<file path="src/rtl/cpu_bus_seq_if.sv">
// Request, memory-bus and response signals of the cpu_bus_seq access sequencer.
// master: the sequencer itself; slave: the Cpu core plus the memory it serves.
interface cpu_bus_seq_if #(
  parameter int DATA_W    = 8,
  parameter int ADDR_W    = 24,
  parameter int MAX_BEATS = 3,
  parameter int LEN_W     = (MAX_BEATS > 1) ? $clog2(MAX_BEATS) : 1
);
  logic                          req_valid;
  logic                          req_ready;
  logic                          req_write;
  logic [ADDR_W-1:0]             req_addr;
  logic [LEN_W-1:0]              req_len;
  logic [1:0]                    req_wrap;
  logic [MAX_BEATS*DATA_W-1:0]   req_wdata;
  logic                          req_rdwr;
  logic                          which_rdwr;
  logic [ADDR_W-1:0]             addr;
  logic [DATA_W-1:0]             data_out;
  logic [DATA_W-1:0]             data_in;
  logic                          bus_ack;
  logic                          rsp_valid;
  logic [MAX_BEATS*DATA_W-1:0]   rsp_rdata;

  modport master (
    input  req_valid, req_write, req_addr, req_len, req_wrap, req_wdata,
    input  data_in, bus_ack,
    output req_ready, req_rdwr, which_rdwr, addr, data_out,
    output rsp_valid, rsp_rdata
  );

  modport slave (
    output req_valid, req_write, req_addr, req_len, req_wrap, req_wdata,
    output data_in, bus_ack,
    input  req_ready, req_rdwr, which_rdwr, addr, data_out,
    input  rsp_valid, rsp_rdata
  );
endinterface

</file>
<file path="src/rtl/cpu_bus_seq.sv">
// Multi-beat Cpu-to-memory access sequencer: splits one 1..MAX_BEATS request into
// little-endian DATA_W bus beats with 65c816 linear/bank/page address wrapping.
module cpu_bus_seq #(
  parameter int DATA_W    = 8,
  parameter int ADDR_W    = 24,
  parameter int MAX_BEATS = 3
) (
  input  logic          clk,
  input  logic          rst,
  input  logic          enable,
  cpu_bus_seq_if.master bus
);
  localparam int LEN_W = (MAX_BEATS > 1) ? $clog2(MAX_BEATS) : 1;
  localparam int WD_W  = MAX_BEATS * DATA_W;
  localparam logic [LEN_W-1:0] LAST_LEN = LEN_W'(MAX_BEATS - 1);

  typedef enum logic [1:0] {
    ST_IDLE   = 2'd0,
    ST_ACCESS = 2'd1,
    ST_DONE   = 2'd2
  } state_t;

  state_t            state_r, state_s;
  logic              write_r, write_s;
  logic [LEN_W-1:0]  len_r, len_s;
  logic [LEN_W-1:0]  beat_r, beat_s;
  logic [1:0]        wrap_r, wrap_s;
  logic [WD_W-1:0]   wdata_r, wdata_s;
  logic [WD_W-1:0]   rdata_r, rdata_s;
  logic              rdwr_r, rdwr_s;
  logic              which_r, which_s;
  logic              rsp_valid_r, rsp_valid_s;
  logic [ADDR_W-1:0] addr_r, addr_s;
  logic [DATA_W-1:0] data_out_r, data_out_s;
  logic [LEN_W-1:0]  req_len_c_s;
  logic              accept_s;
  logic              last_s;

  // Bank mode wraps inside the low 16 bits, page mode inside the low 8 bits.
  function automatic logic [ADDR_W-1:0] next_addr(input logic [ADDR_W-1:0] a,
                                                   input logic [1:0]        mode);
    logic [ADDR_W-1:0] r;
    r = a;
    case (mode)
      2'd1:    r[15:0] = a[15:0] + 16'd1;
      2'd2:    r[7:0]  = a[7:0] + 8'd1;
      default: r       = a + ADDR_W'(1);
    endcase
    return r;
  endfunction

  assign bus.req_ready = (state_r == ST_IDLE) && enable;
  assign accept_s      = (state_r == ST_IDLE) && enable && bus.req_valid;
  assign last_s        = (beat_r == len_r);
  assign req_len_c_s   = (bus.req_len > LAST_LEN) ? LAST_LEN : bus.req_len;

  assign bus.req_rdwr   = rdwr_r;
  assign bus.which_rdwr = which_r;
  assign bus.addr       = addr_r;
  assign bus.data_out   = data_out_r;
  assign bus.rsp_valid  = rsp_valid_r;
  assign bus.rsp_rdata  = rdata_r;

  // State register.
  always_ff @(posedge clk or negedge rst) begin
    if (!rst) begin
      state_r <= ST_IDLE;
    end else begin
      state_r <= state_s;
    end
  end

  // Next-state logic; enable=0 freezes the sequencer.
  always_comb begin
    state_s = state_r;
    if (enable) begin
      case (state_r)
        ST_IDLE: begin
          if (bus.req_valid) state_s = ST_ACCESS;
          else               state_s = ST_IDLE;
        end
        ST_ACCESS: begin
          if (bus.bus_ack && last_s) state_s = ST_DONE;
          else                       state_s = ST_ACCESS;
        end
        ST_DONE: state_s = ST_IDLE;
        default: state_s = ST_IDLE;
      endcase
    end else begin
      state_s = state_r;
    end
  end

  // Next values of the request latch, beat counter and registered outputs.
  always_comb begin
    write_s     = write_r;
    len_s       = len_r;
    beat_s      = beat_r;
    wrap_s      = wrap_r;
    wdata_s     = wdata_r;
    rdata_s     = rdata_r;
    rdwr_s      = rdwr_r;
    which_s     = which_r;
    rsp_valid_s = rsp_valid_r;
    addr_s      = addr_r;
    data_out_s  = data_out_r;
    if (enable) begin
      rsp_valid_s = 1'b0;
      case (state_r)
        ST_IDLE: begin
          if (accept_s) begin
            write_s    = bus.req_write;
            len_s      = req_len_c_s;
            wrap_s     = bus.req_wrap;
            wdata_s    = bus.req_wdata;
            beat_s     = '0;
            rdata_s    = '0;
            rdwr_s     = 1'b1;
            which_s    = bus.req_write;
            addr_s     = bus.req_addr;
            data_out_s = bus.req_wdata[DATA_W-1:0];
          end else begin
            rdwr_s = 1'b0;
          end
        end
        ST_ACCESS: begin
          if (bus.bus_ack) begin
            if (!write_r) begin
              rdata_s[int'(beat_r)*DATA_W +: DATA_W] = bus.data_in;
            end else begin
              rdata_s = rdata_r;
            end
            if (last_s) begin
              rdwr_s      = 1'b0;
              rsp_valid_s = 1'b1;
            end else begin
              beat_s     = beat_r + LEN_W'(1);
              addr_s     = next_addr(addr_r, wrap_r);
              data_out_s = wdata_r[(int'(beat_r) + 1)*DATA_W +: DATA_W];
            end
          end else begin
            rdwr_s = 1'b1;
          end
        end
        ST_DONE: rdwr_s = 1'b0;
        default: rdwr_s = 1'b0;
      endcase
    end else begin
      rsp_valid_s = rsp_valid_r;
    end
  end

  // Datapath and output registers.
  always_ff @(posedge clk or negedge rst) begin
    if (!rst) begin
      write_r     <= 1'b0;
      len_r       <= '0;
      beat_r      <= '0;
      wrap_r      <= 2'd0;
      wdata_r     <= '0;
      rdata_r     <= '0;
      rdwr_r      <= 1'b0;
      which_r     <= 1'b0;
      rsp_valid_r <= 1'b0;
      addr_r      <= '0;
      data_out_r  <= '0;
    end else begin
      write_r     <= write_s;
      len_r       <= len_s;
      beat_r      <= beat_s;
      wrap_r      <= wrap_s;
      wdata_r     <= wdata_s;
      rdata_r     <= rdata_s;
      rdwr_r      <= rdwr_s;
      which_r     <= which_s;
      rsp_valid_r <= rsp_valid_s;
      addr_r      <= addr_s;
      data_out_r  <= data_out_s;
    end
  end
endmodule

</file>
<file path="src/flat_wrapper.sv">
// flat-port wrapper written by rule: the top's interface ports become plain ports
module cpu_bus_seq_flat 
#(
  parameter int DATA_W    = 8,
  parameter int ADDR_W    = 24,
  parameter int MAX_BEATS = 3
)
  (clk, rst, enable, bus_req_valid, bus_req_write, bus_req_addr, bus_req_len, bus_req_wrap, bus_req_wdata, bus_data_in, bus_bus_ack, bus_req_ready, bus_req_rdwr, bus_which_rdwr, bus_addr, bus_data_out, bus_rsp_valid, bus_rsp_rdata);
  cpu_bus_seq_if #(.DATA_W(DATA_W), .ADDR_W(ADDR_W), .MAX_BEATS(MAX_BEATS)) bus_i ();
  input  logic clk;
  input  logic rst;
  input  logic enable;
  input wire logic [$bits(bus_i.req_valid)-1:0] bus_req_valid;
  input wire logic [$bits(bus_i.req_write)-1:0] bus_req_write;
  input wire logic [$bits(bus_i.req_addr)-1:0] bus_req_addr;
  input wire logic [$bits(bus_i.req_len)-1:0] bus_req_len;
  input wire logic [$bits(bus_i.req_wrap)-1:0] bus_req_wrap;
  input wire logic [$bits(bus_i.req_wdata)-1:0] bus_req_wdata;
  input wire logic [$bits(bus_i.data_in)-1:0] bus_data_in;
  input wire logic [$bits(bus_i.bus_ack)-1:0] bus_bus_ack;
  output wire logic [$bits(bus_i.req_ready)-1:0] bus_req_ready;
  output wire logic [$bits(bus_i.req_rdwr)-1:0] bus_req_rdwr;
  output wire logic [$bits(bus_i.which_rdwr)-1:0] bus_which_rdwr;
  output wire logic [$bits(bus_i.addr)-1:0] bus_addr;
  output wire logic [$bits(bus_i.data_out)-1:0] bus_data_out;
  output wire logic [$bits(bus_i.rsp_valid)-1:0] bus_rsp_valid;
  output wire logic [$bits(bus_i.rsp_rdata)-1:0] bus_rsp_rdata;
  assign bus_i.req_valid = bus_req_valid;
  assign bus_i.req_write = bus_req_write;
  assign bus_i.req_addr = bus_req_addr;
  assign bus_i.req_len = bus_req_len;
  assign bus_i.req_wrap = bus_req_wrap;
  assign bus_i.req_wdata = bus_req_wdata;
  assign bus_i.data_in = bus_data_in;
  assign bus_i.bus_ack = bus_bus_ack;
  assign bus_req_ready = bus_i.req_ready;
  assign bus_req_rdwr = bus_i.req_rdwr;
  assign bus_which_rdwr = bus_i.which_rdwr;
  assign bus_addr = bus_i.addr;
  assign bus_data_out = bus_i.data_out;
  assign bus_rsp_valid = bus_i.rsp_valid;
  assign bus_rsp_rdata = bus_i.rsp_rdata;
  cpu_bus_seq #(.DATA_W(DATA_W), .ADDR_W(ADDR_W), .MAX_BEATS(MAX_BEATS)) u_core (.clk(clk), .rst(rst), .enable(enable), .bus(bus_i));
endmodule
</file>
<file path="config.mk">
export PLATFORM = sky130hd
export DESIGN_NAME = cpu_bus_seq_flat
export DESIGN_NICKNAME = d
export VERILOG_FILES = /design/src/rtl/cpu_bus_seq_if.sv /design/src/rtl/cpu_bus_seq.sv /design/src/flat_wrapper.sv
export SDC_FILE = /design/constraint.sdc
export NUM_CORES = 1
export LEC_CHECK = 0
export ABC_AREA = 1
export ABC_CLOCK_PERIOD_IN_PS = 2000
export CAP_MARGIN = 30
export CORE_MARGIN = 5
export CORE_UTILIZATION = 49
export CTS_BUF_LIST = sky130_fd_sc_hd__clkbuf_8 sky130_fd_sc_hd__clkbuf_16
export DETAILED_ROUTE_END_ITERATION = 8
export PLACE_DENSITY = 0.91
export SYNTH_ARGS = -nofsm -noshare
export SYNTH_HDL_FRONTEND = slang
export SYNTH_SLANG_ARGS = --single-unit
</file>
<file path="constraint.sdc">
create_clock -name clk -period 2 [get_ports clk]
set_clock_uncertainty 0.2 [all_clocks]
set_input_delay 0.2 -clock clk [delete_from_list [all_inputs] [get_ports clk]]
set_output_delay 0.2 -clock clk [all_outputs]
set_load 0.1 [all_outputs]
</file>
### Word level (Yosys, flattened, before mapping)

Cells that the tools add are included.

| operators by class | value |
|---|---|
| $add $sub $neg | 6 |
| magnitude comparators | 1 |
| equal/unequal tests | 11 |
| shift operators | 3 |
| multiplexer cells | 31 |
| reduce and logical (&&, ||, !) cells | 12 |

Operator list:

| cell | count |
|---|---|
| 24-bit 2-to-1 mux | 6 |
| 24-bit case mux with 2 select lines | 2 |
| 8-bit case mux with 2 select lines | 3 |
| 5-bit negator with 33-bit output | 1 |
| 8-bit by 33-bit variable shift with 24-bit output, first input constant | 1 |
| 8-bit by 33-bit variable part select with 24-bit output | 1 |
| 8-bit 2-to-1 mux | 4 |
| 24-bit by 32-bit variable part select with 8-bit output | 1 |
| 24-bit by 1-bit adder with 24-bit output, second input constant | 1 |
| 24-bit bitwise mux | 1 |
| 16-bit by 1-bit adder with 16-bit output, second input constant | 1 |
| 6-bit AND reduction | 2 |
| 2-bit 2-to-1 mux | 5 |
| 2-bit != test, second input constant | 5 |
| 5-bit AND reduction | 2 |
| 8-bit by 1-bit adder with 8-bit output, second input constant | 1 |
| 2-bit case mux with 2 select lines | 2 |
| 1-bit 2-to-1 mux | 7 |
| 2-bit by 1-bit equality test with 1-bit output, second input constant | 2 |
| 2-bit by 1-bit adder with 3-bit output, second input constant | 1 |
| 1-bit logical AND | 3 |
| 3-bit by 2-bit != test with 1-bit output, second input constant | 1 |
| 3-bit AND reduction | 1 |
| 2-bit by 1-bit adder with 2-bit output, second input constant | 1 |
| 9 further kinds | 9 |

| word-level totals | value |
|---|---|
| register bits after elaboration | 91 |
| input bits | 66 |

### Logic depth before layout (Yosys ltp)

| logic depth | value |
|---|---|
| depth after elaboration | 6 |
| gate-level depth with buffers | 10 |

### Worst setup path after synthesis

OpenSTA, ideal clock, no wires.

| path | value |
|---|---|
| kind | reg-to-reg |
| from | register, netlist name u_core.bus.rsp_valid |
| to | register u_core.wdata_r[14] |
| library setup time | 126 ps |
| arrival | 3129 ps |
| path slack | -1455 ps |
| cell stages (with the launch flop) | 8 |
| buffers on the path | 1 |
| path through | dfrtp_1 > inv_2 > nand2_1 > nor2_1 > nand2_2 > inv_2 > buf_2 > o21ai_0 |

RTL lines:

| item | RTL line | text |
|---|---|---|
| end signal, assigned | cpu_bus_seq.sv:172 | `wdata_r <= wdata_s;` |
| end, declared | cpu_bus_seq.sv:28 | `logic [WD_W-1:0] wdata_r, wdata_s;` |

### Worst setup path after layout

| path | value |
|---|---|
| from | register u_core.addr_r[4], in the netlist u_core.bus.addr[4] |
| to | register u_core.addr_r[23], in the netlist u_core.bus.addr[23] |

| between the ends | value |
|---|---|
| cells in the longest elaborated chain, start to end | 5 |

RTL lines:

| item | RTL line | text |
|---|---|---|
| start, declared | cpu_bus_seq.sv:33 | `logic [ADDR_W-1:0] addr_r, addr_s;` |
| start signal, assigned | cpu_bus_seq.sv:177 | `addr_r <= addr_s;` |
| 24-bit by 1-bit adder with 24-bit output | cpu_bus_seq.sv:47 | `default: r = a + ADDR_W'(1);` |
| 8-bit 2-to-1 mux | cpu_bus_seq.sv:44 | `case (mode)` |
| 24-bit 2-to-1 mux | cpu_bus_seq.sv:133 | `if (last_s) begin` |
| 24-bit 2-to-1 mux | cpu_bus_seq.sv:127 | `if (bus.bus_ack) begin` |
| 24-bit case mux with 2 select lines | cpu_bus_seq.sv:109 | `case (state_r)` |

Every way passes these cells. The select of a mux whose other input is x is not followed.
A chain may end at the register's enable or synchronous reset.

==> results.yml <==
logic_synthesis:
  synth.net_count: 714
  yosys_most_used_dff: "dfrtp_1"
  synth_cells: 642
  syn_area_um2: 4622
  ys_seq_area_share_pct: 44.40
  synthTopCellsByArea: "dfrtp_1, nand2_1, nor2_1"
  synthTopCellsByCount: "nand2_1, dfrtp_1, nor2_1, inv_1, nand3_1"
  synth_warnings: 0
  syn-mean-instance-area_um2: 7.199
  yosysMostFrequentCell: "nand2_1"
  ys_types: 35
  ys_ff_latch: 82
  async_reset_ff_share_pct: 100.0
  synth_edf_count: 0
  yosysTopAreaCell: "dfrtp_1"
  synth_top_area_share_pct: 44.40
timing:
  final.min_clock_period_ps: 1856
  fin_crit_sh_pct: 92.79
  setup_viol: 0
  drv_slew: 0
  rsz0062_at_grt: "false"
  hold_violations: 0
  tightest_slew_ps: 392.0
  fin_setup_tns_ps: 0
  fmax_mhz: 538.9
  maxSlewHeadroom_pct: 73.74
global_routing:
  grt_pass1_wl_mm: 21.43
  grt_max_degree: 44
  grt_use_total_pct: 23.14
  grt_pass1_vias: 4613
  overflow: 0
  antenna_found_initial: 0
place:
  portBuffers: 125
  dp_cells: 891
  placed_area_um2: 6017
  gp_congestion: 0.8917
  place_hpwl_mm: 9.713
layout:
  layout-drive-gt1-share_pct: 18.85
  nets: 847
  multi_input_area_um2: 2311
  ff_latch_area_um2: 2086
  design_area_um2: 6252
  area.growth.synth_to_final_pct: 35.27
  diodes: 0
  final_cell_count_no_fill: 909
  nFillCells: 749
  fin_util_pct: 67.66
die:
  dieArea_um2: 11470
  rows: 35
  start_util_pct: 50.02
  io_pins: 126
  coreArea_um2: 9240
  die_x_um: 107.1
  die_h_um: 107.1
routing:
  drt-initial-drc-count: 296
  viasPerCell: 5.141
  post_drt_wl_per_cell_um: 13.99
  drt_first_pass_iters: 6
  ant_nets: 0
  dr_total_vias: 4673
  drcViolationCount: 0
  wirelength_mm: 12.72
worst_setup_path:
  cpPeakStageDelay_ps: 420
  path_class: "reg2reg"
  cp-start-kind: "register"
  critPathMaxFanout: 5
  cpMostUsedCell: "nand2_1"
  crit_chain: "nand2_1, nor2_1, nand2_1, nor2_1, nand2_1, nand2_1, nand3_1, nand2_1, nand2_1"
  worstPathArrival_ps: 1900
  cpMaxStageDelayCell: "dfrtp_2"
  cp-end-kind: "register"
  required_ps: 2050
min_path:
  hold_path.class: "in2async"
power:
  ir_drop_mv: 1.617
  cellPowerDensity_nw_per_um2: 1835
  p_leak_nw: 3.101
cts:
  cts_tree: "done"
  cts-buffers-inserted: 9
  clk_pin_slew_ps: 90
  insertion_delay_ps: 350
  cts.sinks: 82
  cts_buffer_depth: 2
  root_buffer: "clkbuf_8"
  ctsHtreeMaxLevel: 3
run:
  max-cap-violations: 0
run_status:
  status: "completed"
==> worst max-delay path: cells and delay by family, from the launching register on <==
kind          cells  cell delay, ps
simple gates      9            1120
flops             1             420
==> per-layer routing <==
layer	vias to the layer above	routed length (µm)	part of all wire, %	track usage [%]
li1	2285	-	-	-
met1	2158	5279	42	29.12
met2	201	6267	49	39.28
met3	29	892	7.0	4.275
met4	0	277	2.2	9.132
met5	-	0	0	0
==> worst paths after layout <==
kind                            slack, ps                                 start  depth (start not counted)                                    to
worst max-delay path                  140        u_core.bus.addr[4]$_DFFE_PN0P_                          9       u_core.bus.addr[23]$_DFFE_PN0P_
worst min-delay path                   50                                   rst                          2        u_core.bus.addr[9]$_DFFE_PN0P_
worst max register to register        140        u_core.bus.addr[4]$_DFFE_PN0P_                          9       u_core.bus.addr[23]$_DFFE_PN0P_
worst min register to register        280  u_core.bus.rsp_rdata[11]$_DFFE_PN0P_                          2  u_core.bus.rsp_rdata[11]$_DFFE_PN0P_
max in group asynchronous             930                                   rst                          3      u_core.bus.rsp_valid$_DFFE_PN0P_
min in group clk                      180                     bus_req_wdata[19]                          3        u_core.wdata_r[19]$_DFFE_PN0P_
==> through the flow <==
stage                     setup slack [ps]  power [mW]  hold slack, ps
after detailed placement            -57.25       10.23          -108.2
final                                144.2       11.47           54.13
after global routing                 1.899       12.20           63.84
after floorplan                     -113.9       8.501          -295.6
after CTS                            40.91       11.50           45.56
after global placement               79.06       9.999          -120.0
==> area by class of cell <==
cell class	count	share of cell area (%)
tap	129	2.582
clock inverter	5	0.8605
timing repair buffer	140	20.61
sequential	82	33.36
inverter	52	3.202
multi-input combinational	490	36.96
clock buffer	11	2.421
==> cells in the final DEF, fill, tap and decap left out, drive strengths merged <==
| cell | count |
|---|---|
| or2 | 4 |
| clkinv | 1 |
| clkdlybuf4s50 | 64 |
| buf | 75 |
| inv | 53 |
| o211ai | 2 |
| a22oi | 8 |
| dlygate4sd3 | 1 |
| nand2 | 272 |
| nor3 | 6 |
| nand4 | 8 |
| clkbuf | 11 |
| nand3b | 5 |
| o22ai | 1 |
| a22o | 1 |
| dfrtp | 82 |
| bufinv | 1 |
| mux2i | 1 |
| ha | 6 |
| a21oi | 5 |
| o21ai | 46 |
| xnor2 | 2 |
| clkinvlp | 2 |
| nor2 | 83 |
| nand3 | 40 |
==> registers in the layout, summed over array words and instances, names as in the netlist <==
name,cells
u_core.beat_r,2
u_core.bus.addr,24
u_core.bus.data_out,8
u_core.bus.req_rdwr,1
u_core.bus.rsp_rdata,24
u_core.bus.rsp_valid,1
u_core.bus.which_rdwr,1
u_core.len_r,2
u_core.state_r,1
u_core.wdata_r,16
u_core.wrap_r,2
==> power by group <==
| group | internal [mW] | leakage [nW] | switching [mW] |
|---|---|---|---|
| combinational | 1.88 | 1.97 | 5.39 |
| sequential | 2.35 | 1.03 | 0.608 |
| clock | 0.639 | 0.103 | 0.608 |
| total | 4.86 | 3.10 | 6.61 |
==> cell families (layout without fill, tap and decap cells) <==
logic type	count (synthesis)	after routing	synth area share, %
AOI/OAI and AO/OA	63	63	7.932
xor gates and xnor gates	2	2	0.5415
adders and majority gates	6	6	1.624
buffers and inverters	70	208	6.416
DFF	82	82	44.40
muxes	1	1	0.2166
and+or+nand+nor	418	418	38.87
==> timing repair <==
action                                  4_1_cts  5_1_grt
gates resized for setup                       0        3
endpoints found under the hold margin        82        0
hold buffers                                  1        0
endpoints found under the setup margin        0        7
buffers inserted                              0        1
No activity file was read; power rests on OpenSTA's default activity.
